--- src/rtl/bin_to_bcd_seq_if.sv ---
// Conversion request/result bundle for bin_to_bcd_seq.
//
// Handshake: the requester raises start with value; the converter accepts it
// on any rising edge where busy is low (IDLE, or the single done cycle). A
// start seen while busy is high is dropped, not queued. done is a one-cycle
// pulse marking the cycle in which bcd/blank first show the new result. Both
// then hold until the next done.
//
// Signals:
//   start  requester -> converter  request a conversion of value
//   value  requester -> converter  unsigned operand, WIDTH bits
//   busy   converter -> requester  conversion in progress
//   done   converter -> requester  single-cycle result strobe
//   bcd    converter -> requester  DIGITS packed BCD digits, digit 0 = ones
//   blank  converter -> requester  leading-zero mask, bit k per digit k
interface bin_to_bcd_seq_if #(
  parameter int WIDTH  = 8,
  parameter int DIGITS = 3
);
  logic                  start;
  logic [WIDTH-1:0]      value;
  logic                  busy;
  logic                  done;
  logic [4*DIGITS-1:0]   bcd;
  logic [DIGITS-1:0]     blank;

  modport master (
    output start, value,
    input  busy, done, bcd, blank
  );

  modport slave (
    input  start, value,
    output busy, done, bcd, blank
  );
endinterface

--- src/rtl/bin_to_bcd_seq.sv ---
// Sequential binary-to-BCD converter (shift-and-add-3), one input bit per
// clock. Produces registered BCD digits plus a leading-zero blanking mask
// for the seven-segment path.
//
// Ports:
//   clk      system clock, rising edge
//   reset    synchronous, active-high
//   conv     bin_to_bcd_seq_if.slave: start/value in, busy/done/bcd/blank out
//   state_o  current FSM state (IDLE=0, SHIFT=1, DONE=2) for observation
module bin_to_bcd_seq #(
  parameter int WIDTH  = 8,
  parameter int DIGITS = 3
) (
  input  logic              clk,
  input  logic              reset,
  bin_to_bcd_seq_if.slave   conv,
  output logic [1:0]        state_o
);

  localparam int CW = $clog2(WIDTH + 1);
  localparam int BW = 4 * DIGITS;
  localparam int PW = WIDTH + 4 * DIGITS + 1;
  // Every digit blanked except the ones digit.
  localparam logic [DIGITS-1:0] BLANK_RST = ~DIGITS'(1);

  // 10^DIGITS must reach 2^WIDTH so the largest operand fits. PW bits hold
  // both sides since 10^D < 2^(4D).
  function automatic bit digits_fit();
    logic [PW-1:0] pow10;
    logic [PW-1:0] lim;
    pow10 = PW'(1);
    for (int i = 0; i < DIGITS; i++) pow10 = PW'(pow10 * PW'(10));
    lim = '0;
    lim[WIDTH] = 1'b1;
    return pow10 >= lim;
  endfunction

  if (!digits_fit()) begin : g_bad_params
    $error("bin_to_bcd_seq: DIGITS too small for WIDTH");
  end

  typedef enum logic [1:0] {
    IDLE  = 2'd0,
    SHIFT = 2'd1,
    DONE  = 2'd2
  } state_e;

  state_e              state_q, state_d;
  logic [WIDTH-1:0]    sh_q, sh_d;
  logic [BW-1:0]       scr_q, scr_d;
  logic [CW-1:0]       cnt_q, cnt_d;
  logic [BW-1:0]       bcd_q, bcd_d;
  logic [DIGITS-1:0]   blank_q, blank_d;

  logic [BW-1:0]       scr_adj;
  logic [BW-1:0]       scr_shift;
  logic [DIGITS-1:0]   blank_calc;
  logic                zero_run;

  // Add-3 correction on each digit independently; no carry between digits.
  always_comb begin
    scr_adj = scr_q;
    for (int k = 0; k < DIGITS; k++) begin
      if (scr_q[4*k +: 4] >= 4'd5) scr_adj[4*k +: 4] = scr_q[4*k +: 4] + 4'd3;
    end
  end

  // Operand MSB enters the LSB of the ones digit.
  assign scr_shift = {scr_adj[BW-2:0], sh_q[WIDTH-1]};

  // Walk from the top digit down; a digit is blanked while everything above
  // it (inclusive) is still zero. The ones digit is never blanked.
  always_comb begin
    blank_calc = '0;
    zero_run   = 1'b1;
    for (int k = DIGITS - 1; k >= 1; k--) begin
      zero_run      = zero_run & (scr_shift[4*k +: 4] == 4'd0);
      blank_calc[k] = zero_run;
    end
  end

  always_comb begin
    state_d = state_q;
    sh_d    = sh_q;
    scr_d   = scr_q;
    cnt_d   = cnt_q;
    bcd_d   = bcd_q;
    blank_d = blank_q;
    unique case (state_q)
      IDLE, DONE: begin
        state_d = IDLE;
        if (conv.start) begin
          sh_d    = conv.value;
          scr_d   = '0;
          cnt_d   = CW'(WIDTH);
          state_d = SHIFT;
        end
      end
      SHIFT: begin
        scr_d = scr_shift;
        sh_d  = sh_q << 1;
        cnt_d = cnt_q - CW'(1);
        // Last shift: publish the finished digits straight from the shifter
        // so they are visible in the done cycle.
        if (cnt_q == CW'(1)) begin
          bcd_d   = scr_shift;
          blank_d = blank_calc;
          state_d = DONE;
        end
      end
      default: state_d = IDLE;
    endcase
  end

  always_ff @(posedge clk) begin
    if (reset) begin
      state_q <= IDLE;
      sh_q    <= '0;
      scr_q   <= '0;
      cnt_q   <= '0;
      bcd_q   <= '0;
      blank_q <= BLANK_RST;
    end else begin
      state_q <= state_d;
      sh_q    <= sh_d;
      scr_q   <= scr_d;
      cnt_q   <= cnt_d;
      bcd_q   <= bcd_d;
      blank_q <= blank_d;
    end
  end

  assign conv.busy  = (state_q == SHIFT);
  assign conv.done  = (state_q == DONE);
  assign conv.bcd   = bcd_q;
  assign conv.blank = blank_q;
  assign state_o    = state_q;

endmodule

--- src/flat_wrapper.sv ---
// flat-port wrapper written by rule: the top's interface ports become plain ports
module bin_to_bcd_seq_flat 
#(
  parameter int WIDTH  = 8,
  parameter int DIGITS = 3
)
  (clk, reset, state_o, conv_start, conv_value, conv_busy, conv_done, conv_bcd, conv_blank);
  bin_to_bcd_seq_if #(.WIDTH(WIDTH), .DIGITS(DIGITS)) conv_i ();
  input  logic clk;
  input  logic reset;
  output logic [1:0] state_o;
  input wire logic [$bits(conv_i.start)-1:0] conv_start;
  input wire logic [$bits(conv_i.value)-1:0] conv_value;
  output wire logic [$bits(conv_i.busy)-1:0] conv_busy;
  output wire logic [$bits(conv_i.done)-1:0] conv_done;
  output wire logic [$bits(conv_i.bcd)-1:0] conv_bcd;
  output wire logic [$bits(conv_i.blank)-1:0] conv_blank;
  assign conv_i.start = conv_start;
  assign conv_i.value = conv_value;
  assign conv_busy = conv_i.busy;
  assign conv_done = conv_i.done;
  assign conv_bcd = conv_i.bcd;
  assign conv_blank = conv_i.blank;
  bin_to_bcd_seq #(.WIDTH(WIDTH), .DIGITS(DIGITS)) u_core (.clk(clk), .reset(reset), .conv(conv_i), .state_o(state_o));
endmodule
--- config.mk ---
export PLATFORM = sky130hd
export DESIGN_NAME = bin_to_bcd_seq_flat
export DESIGN_NICKNAME = d
export VERILOG_FILES = /design/src/rtl/bin_to_bcd_seq_if.sv /design/src/rtl/bin_to_bcd_seq.sv /design/src/flat_wrapper.sv
export SDC_FILE = /design/constraint.sdc
export NUM_CORES = 1
export LEC_CHECK = 0
export ABC_AREA = 1
export CORE_MARGIN = 2
export CORE_UTILIZATION = 45
export DETAILED_ROUTE_END_ITERATION = 6
export PLACE_DENSITY = 0.69
export SETUP_SLACK_MARGIN = 0.5
export SYNTH_ARGS = -nofsm -noshare
export SYNTH_HDL_FRONTEND = slang
export SYNTH_SLANG_ARGS = --single-unit
--- constraint.sdc ---
create_clock -name clk -period 3.61 [get_ports clk]
set_clock_uncertainty 0.15 [all_clocks]
set_input_delay 0.361 -clock clk [delete_from_list [all_inputs] [get_ports clk]]
set_output_delay 0.361 -clock clk [all_outputs]
set_load 0.005 [all_outputs]
==> out/metrics.yaml <==
status: "finished clean"
die_area_um2: 4810
p_int_w: 0.000632
via_per_inst: 5.10
slowest_stage: "clkdlybuf4s50_1"
cts_hold_buf: 0
r2r_start: "u_core.state_o[0]"
synthXorXnorAreaFrac_pct: 0.456
synth-compound-area-share_pct: 14.0
crit_start: "u_core.state_o[0]"
netlist_area_um2: 1920
arrival_ps: 1870
fin_crit_ps: 2380
synthSimpleGateAreaFrac_pct: 28.5
wl_per_cell_um: 12.2
comb_power_share_pct: 12.2
synth_top_family_by_area: "simple AND/OR/NAND/NOR gates"
cts_resized: 0
drive_above_1_share_pct: 8.54
fin_area_um2: 2280
cts_tree: "built"
core_area_um2: 4060
placed_area_um2: 2200
via_count: 1689
path_delay_family: "buffers and inverters"
antenna_found_initial: 0
ios: 30
initial_core_util_pct: 47.3
max_freq_mhz: 421
p_clk_share_pct: 33.1
grt_setup_unrepaired: "no"
dr.pass1.iters: 4
drtIter0Drc: 78
switching_power_w: 0.000231
setup.worst_path.class: "reg -> out"
die_y_um: 69.3
synth.distinct_cells: 31
clock_latency_ps: 300
sw_frac_of_total_pct: 26.8
p_leak_nw: 0.930
peakVddDrop_v: 0.000229
reg2reg_depth: 6
portBuffers: 28
p_total_w: 0.000863
crit_path_start_kind: "flop"
rows: 23
cts_setup_buffers: 0
reg2reg_slack_ps: 1670
clockBufferDepth: 2
ys_warn_count: 0
tightest_slew_ps: 598
cp_cell_sequence: "nand2_2 -> inv_2 -> clkdlybuf4s50_1"
dieWidth_um: 69.3
p_seq_share_pct: 54.7
cts_max_level: 2
final_common_cell: "nand2_1"
critPathMaxFanout: 22
final_cell_mix: "nand2_1 (56), dfxtp_1 (40), clkdlybuf4s50_1 (28)"
syn_inst: 256
path_buf_inv: 2
avgSynthCellArea_um2: 7.50
ys_seq_elements: 40
slew_headroom_pct: 60.1
grt_pass1_wl_mm: 7.16
cts_made_buffers: 5
gp_congestion: 0.806
grt.total_usage_pct: 18.4
cap_violations: 0
worst_setup_path_end_kind: "primary output"
cts.root.buffer_cell: "clkbuf_8"
n_antenna_cell: 0
drcViolationCount: 0
finalCritPeriodShare_pct: 65.9
grt_pass1_vias: 1575
cts.sinks: 40
drtAntennaViolNets: 0
hold_path.class: "reg -> reg"
setup_viol: 0
clk_pin_slew_ps: 80
finalHoldViolations: 0
hpwl_mm: 2.89
grt_max_degree: 23
reg2reg_to: "u_core.conv.bcd[4]"
pwr_density_cell_nw_per_um2: 379
routed_wl_mm: 4.03
cpPeakStageDelay_ps: 590
synthMuxAreaShare_pct: 0
cp.depth: 3
setup.worst_path.end: "conv_busy"
syn_nets: 275
area_growth_pct: 18.6
nets: 300
synthAdderAreaFrac_pct: 5.21
grt_overflow_total: 0
seq_area_frac_synth_pct: 41.7
slew_violations: 0
fin_tns_setup_ps: 0
required_ps: 3100
kinds of logic (layout without fill, tap and decap cells):
group,after synthesis,count (layout)
fa+ha+maj,8,8
other cells,1,1
xor+xnor,1,1
buf+inv,41,66
simple gates,117,117
flops,40,40
compound gates,48,48
flip-flops by register name, indices dropped and copies added, names as in the netlist:
name,count
u_core.cnt_q,4
u_core.conv.bcd,12
u_core.conv.blank,2
u_core.scr_q,12
u_core.sh_q,8
u_core.state_o,2
layer usage:
| metal | routed length [um] | part of all wire [%] | vias to the layer above | global-route usage, % |
|---|---|---|---|---|
| met5 | 0 | 0 | - | 0 |
| met4 | 103 | 2.6 | 0 | 9.15 |
| met3 | 181 | 4.5 | 9 | 3.78 |
| met2 | 1790 | 44 | 34 | 27.2 |
| met1 | 1960 | 49 | 750 | 25.5 |
| li1 | - | - | 896 | - |
layout make-up:
class	instances	area (um^2)
fillers	383	1780
multi-input cells	175	928
flip-flops and latches	40	801
repair buffers	29	288
inverters	30	118
clock buffers	5	68.8
well taps	50	62.6
clock inverters	2	12.5
power by group through the flow:
stage | registers, W | clock network [W] | logic [W]
6_report | 0.000472 | 0.000285 | 0.000106
5_1_grt | 0.000474 | 0.000312 | 0.000120
4_1_cts | 0.000471 | 0.000299 | 0.000107
3_5_place_dp | 0.000482 | 0 | 0.000107
3_3_place_gp | 0.000482 | 0 | 0.000106
2_1_floorplan | 0.000479 | 0 | 0.0000815
tightest hold or removal path, cell delays in order (launching register included):
cell	delay, ps
dfxtp_1	310
nand2_1	60
a21oi_1	50
Yosys cell counts (all sizes together):
cell type  instances  area [um^2]
o211ai             1         7.51
a21oi             21          109
nand4              4         25.0
o221ai             5         43.8
a211oi             1         7.51
buf               10         70.1
nand3             25          148
dfxtp             40          801
o22ai              1         6.26
clkbuf             1         3.75
nor3               8         40.0
o21ai             19         95.1
nor2              18         72.6
ha                 8          100
nand2             62          262
conb               1         3.75
inv               30          118
xor2               1         8.76
worst min path at each step:
| stage | from | to | cells after the start | slack [ps] |
|---|---|---|---|---|
| after CTS | u_core.scr_q[9] | u_core.scr_q[9] | 2 | 320 |
| after floorplan | u_core.sh_q[0] | u_core.sh_q[0] | 2 | 290 |
| after detailed placement | u_core.conv.blank[1] | u_core.conv.blank[1] | 2 | 300 |
| after global routing | u_core.conv.blank[1] | u_core.conv.blank[1] | 2 | 340 |
| final | u_core.conv.bcd[9] | u_core.conv.bcd[9] | 2 | 320 |
| after global placement | u_core.conv.blank[1] | u_core.conv.blank[1] | 2 | 300 |
through the flow:
step | setup slack, ps | utilization [%] | instances | hold WS (ps)
2_1_floorplan | 2200 | - | 256 | 289
3_3_place_gp | 1500 | 54.1 | 324 | 299
3_5_place_dp | 1490 | 54.1 | 324 | 303
4_1_cts | 1210 | 56.2 | 331 | 318
5_1_grt | 1120 | 56.2 | 331 | 345
6_report | 1230 | 56.2 | 331 | 316
Note: power is estimated with default switching activity, not from simulation.
==> RTL edit 1, RTL diff (same flow settings) <==
`DIGITS` is set to 3 in 3 places; all go to 6.
--- a/src/rtl/bin_to_bcd_seq_if.sv
+++ b/src/rtl/bin_to_bcd_seq_if.sv
@@ -15,7 +15,7 @@
 //   blank  converter -> requester  leading-zero mask, bit k per digit k
 interface bin_to_bcd_seq_if #(
   parameter int WIDTH  = 8,
-  parameter int DIGITS = 3
+  parameter int DIGITS = 6
 );
   logic                  start;
   logic [WIDTH-1:0]      value;
--- a/src/rtl/bin_to_bcd_seq.sv
+++ b/src/rtl/bin_to_bcd_seq.sv
@@ -9,7 +9,7 @@
 //   state_o  current FSM state (IDLE=0, SHIFT=1, DONE=2) for observation
 module bin_to_bcd_seq #(
   parameter int WIDTH  = 8,
-  parameter int DIGITS = 3
+  parameter int DIGITS = 6
 ) (
   input  logic              clk,
   input  logic              reset,
--- a/src/flat_wrapper.sv
+++ b/src/flat_wrapper.sv
@@ -2,7 +2,7 @@
 module bin_to_bcd_seq_flat 
 #(
   parameter int WIDTH  = 8,
-  parameter int DIGITS = 3
+  parameter int DIGITS = 6
 )
   (clk, reset, state_o, conv_start, conv_value, conv_busy, conv_done, conv_bcd, conv_blank);
   bin_to_bcd_seq_if #(.WIDTH(WIDTH), .DIGITS(DIGITS)) conv_i ();
Interface: changed (resized conv_bcd and conv_blank); port bits go from 30 to 45. The function was not compared with the original's and may differ.
==> RTL edit 1 against the unedited design <==
Sequential cell count rose by 27. Power rose by 63%. Synthesized cell count rose by 80%. Count of clock-buffer cells in the layout rose by 7. Final area rose by 67%. Sequential power rose by 62%. Non-clock buffer count rose by 15. Core utilization fell by 0.44 points. Worst setup slack got worse by 440 ps. Synthesized area rose by 67%. Wire length rose by 76%. First-iteration DRC count rose by 38%.
==> RTL edit 1: results (changes against the unedited design) <==
- PortBufs: 43 (+54%)
- Worst slack, placed: 1140 ps (-352 ps)
- Htree depth: 3 (+1)
- GRT Overall Usage: 0.189 (+0.00476)
- Library cells used by synthesis: 28 (-9.7%)
- Status: complete, no violations
- Post-synth net total: 486 (+77%)
- Clk root buf: clkbuf_8
- CP max stage cell: clkinv_1
- Vias in the first global route: 2557 (+62%)
- Layout cells sized above 1: 0.0418 (-0.0436)
- Max Root-Sink Buffers: 2 (unchanged)
- CTS clock-pin slew for the worst setup and hold paths: 70 ps
- Worst-skew pair later-pin latency: 340 ps (+40 ps)
- Final #Nets: 523 (+74%)
- Top cells by area, synth: dfxtp_1 42%, nand2_1 18%, a21oi_1 5.9%
- Largest net degree at the start of global routing: 42 (+83%)
- # diodes: 0 (unchanged)
- CP max stage delay: 750 ps (+160 ps)
- Post-synth ARST share: 0 (unchanged)
- HP Class: reg2reg
- Detailed Place HPWL: 4.87 mm (+68%)
- Routed wire per std cell: 11.8 um (-2.9%)
- Synth Warn #: 0 (unchanged)
- Critical path's top delay family: buffers and inverters
- Drt first pass iters: 4 (unchanged)
- Post-synth top cells: 157 x nand2_1, 67 x dfxtp_1, 46 x inv_1
- LEAKAGE: 1.56 nW (+68%)
- Worst Max-Slew Pin Slew: 921 ps (+323 ps)
- Max IR drop VDD: 0.180 mV (-21%)
- Global-route wire length before repair: 11.5 mm (+60%)
- Clock buffer count from CTS: 9 (+4)
- Post-DP Area: 3650 sq um (+66%)
- CP max FO: 34 (+55%)
- Initial antenna violation count: 0 (unchanged)
- Worst Path Arrival: 2310 ps (+440 ps)
- Register area share after synthesis: 0.418 (+0.00132)
- Resize count post-CTS: 0 (unchanged)
- GPL Wtd Cong: 0.796 (-1.2%)
- Vias: 2901 (+72%)
- Post CTS Setup Buffer Count: 0 (unchanged)
- Iteration-0 DRC Markers: 108 (+38%)
- Fillcell total: 693 (+81%)
RTL edit 1: changes by cell type after synthesis, moves of 5 or more:
cell / unedited run / this run
dfxtp_1: 40 / 67
nor3_1: 8 / 0
o221ai_1: 5 / 0
nand2_1: 56 / 157
inv_1: 26 / 46
nand4_1: 4 / 9
a31oi_1: 0 / 9
a21oi_1: 20 / 38
nand3_1: 22 / 33
ha_1: 8 / 14
nor2_1: 16 / 34
RTL edit 1: per-stage QoR:
stage	utilization	hold WS (ps)	std cells	total power, mW
global placement	0.534	299	583	0.888
global route	0.557	334	598	1.46
detailed placement	0.534	305	583	0.890
CTS	0.557	317	598	1.42
finish	0.557	315	598	1.40
floorplan	-	288	461	0.859
RTL edit 1: cells by family after synthesis:
family / Yosys count / share of synthesized area
xor+xnor: 2 / 0.00546
simple gates: 237 / 0.306
fa+ha+maj: 14 / 0.0546
other cells: 1 / 0.00117
buf+inv: 68 / 0.0956
compound gates: 72 / 0.119
flops: 67 / 0.418
RTL edit 1: worst paths after layout:
kind,start,end,slack [ps],depth (start not counted)
worst min register to register,u_core.sh_q[0],u_core.sh_q[0],310,2
worst max-delay path,u_core.state_o[1],conv_busy,790,4
worst max register to register,u_core.cnt_q[1],u_core.conv.bcd[4],1360,8
worst min-delay path,u_core.sh_q[0],u_core.sh_q[0],310,2
RTL edit 1: routing by layer:
| layer | up-vias | global-route usage | routed length [um] |
|---|---|---|---|
| li1 | 1543 | - | - |
| met1 | 1277 | 0.240 | 3280 |
| met5 | - | 0 | 0 |
| met2 | 73 | 0.309 | 3330 |
| met4 | 0 | 0.0771 | 88 |
| met3 | 8 | 0.0457 | 382 |
RTL edit 1: worst register-to-register path, stage by stage, from the launching register on:
cell,delay (ps)
dfxtp_1,300
inv_1,110
ha_1,170
nand3_1,140
nor2_4,330
inv_2,320
nor2_8,340
inv_1,120
o21ai_0,190
RTL edit 1: power by group:
group          switching, mW  internal [mW]
clock network          0.270          0.261
registers            0.00874          0.755
logic                 0.0700         0.0384
total                  0.349           1.05
RTL edit 1: final cells by class:
cell class	count	area share
multi-input cells	326	0.410
clock buffers	12	0.0381
flip-flops and latches	67	0.352
clock inverters	3	0.00394
inverters	50	0.0493
repair buffers	44	0.115
well taps	96	0.0316
==> RTL edit 2, RTL diff (same flow settings) <==
Made on the original files. `sh_q` no longer has a reset.
--- a/src/rtl/bin_to_bcd_seq.sv
+++ b/src/rtl/bin_to_bcd_seq.sv
@@ -115,19 +115,21 @@
   always_ff @(posedge clk) begin
     if (reset) begin
       state_q <= IDLE;
-      sh_q    <= '0;
       scr_q   <= '0;
       cnt_q   <= '0;
       bcd_q   <= '0;
       blank_q <= BLANK_RST;
     end else begin
       state_q <= state_d;
-      sh_q    <= sh_d;
       scr_q   <= scr_d;
       cnt_q   <= cnt_d;
       bcd_q   <= bcd_d;
       blank_q <= blank_d;
     end
+  end
+
+  always_ff @(posedge clk) begin
+    sh_q <= sh_d;
   end
 
   assign conv.busy  = (state_q == SHIFT);
Function: same outputs for any inputs over 10 cycles, from zero or initial values and one cycle with reset high; that may be too few to reach the edited logic, so the function may still have changed.
==> RTL edit 2 against the unedited design <==
Worst setup slack got worse by 36 ps. Wire length down 3.1%. Final area decreased by 0.27%. Clock power barely moved. Final cell count fell by 0.91%. Power rose by 1.7%. Critical endpoint unchanged. Critical path depth stayed put. Hold slack improved by 2.1 ps. Sequential cell count stayed put. Synthesized area fell by 0.91%. Sequential share of layout area increased by 3.6 points. Register-to-register slack worse by 150 ps.
==> RTL edit 2: results (changes against the unedited design) <==
- Status: complete, no violations
- P_sw: 0.223 mW (-3.2%)
- Cell Count Post-Placement: 320 (-1.2%)
- LEAKAGE: 0.984 nW (+5.8%)
- M1 WL: 1.95 mm (-0.77%)
- XOR/XNOR share of the synthesized area: 0.00460 (+0.0000420)
- Synth Area in Compound Gates: 0.0986 (-0.0414)
- Met3 wire length: 166 um (-8.3%)
- Inverter count: 29 (-3.3%)
- Largest net degree at the start of global routing: 26 (+13%)
- Register area share after synthesis: 0.463 (+0.0459)
- Final non-clock buffer share: 0.127 (+0.000348)
- P_comb: 0.100 mW (-6%)
- Final #Nets: 296 (-1.3%)
- Seq area share: 0.388 (+0.0362)
- Post-synthesis adder-cell area fraction: 0.0526 (+0.000480)
- Seq group: 0.493 mW (+4.4%)
- Met2 GRT Util: 0.264 (-0.00855)
- Detailed Place HPWL: 2.80 mm (-3.1%)
- Top cells by area, synth: dfxtp_1 34%, nand2_1 16%, edfxtp_1 13%
- Synth Instances: 250 (-2.3%)
- Vias in the first global route: 1498 (-4.9%)
- Post-synth net total: 269 (-2.2%)
- Post-synth EDFFs: 8 (+8)
- GPL Wtd Cong: 0.847 (+5.2%)
- Seq_cells: 40 (unchanged)
- Layout cells sized above 1: 0.0576 (-0.0279)
- Max IR drop VDD: 0.211 mV (-7.8%)
- Global-route wire length before repair: 6.84 mm (-4.5%)
## RTL edit 2: worst max-delay path, delay by kind of cell (launching register included)
family | cells | cell delay [ps]
buffers and inverters | 2 | 1010
AND/OR/NAND/NOR | 1 | 210
flip-flops | 1 | 390
## RTL edit 2: final timing paths
check / slack [ps] / cells past startpoint / to / startpoint
setup reg to reg: 1520 / 8 / u_core.conv.blank[1] / u_core.state_o[0]
hold reg to reg: 320 / 2 / u_core.scr_q[5] / u_core.scr_q[5]
hold / removal: 320 / 2 / u_core.scr_q[5] / u_core.scr_q[5]
setup / recovery: 1200 / 3 / conv_busy / u_core.state_o[0]
## RTL edit 2: per-stage QoR
stage | cell area, sq um | total power [mW] | setup slack, ps
after floorplan | 1900 | 0.571 | 2190
after global placement | 2190 | 0.602 | 1470
after detailed placement | 2190 | 0.604 | 1470
after CTS | 2270 | 0.883 | 1200
after global routing | 2270 | 0.916 | 1110
final | 2270 | 0.877 | 1200
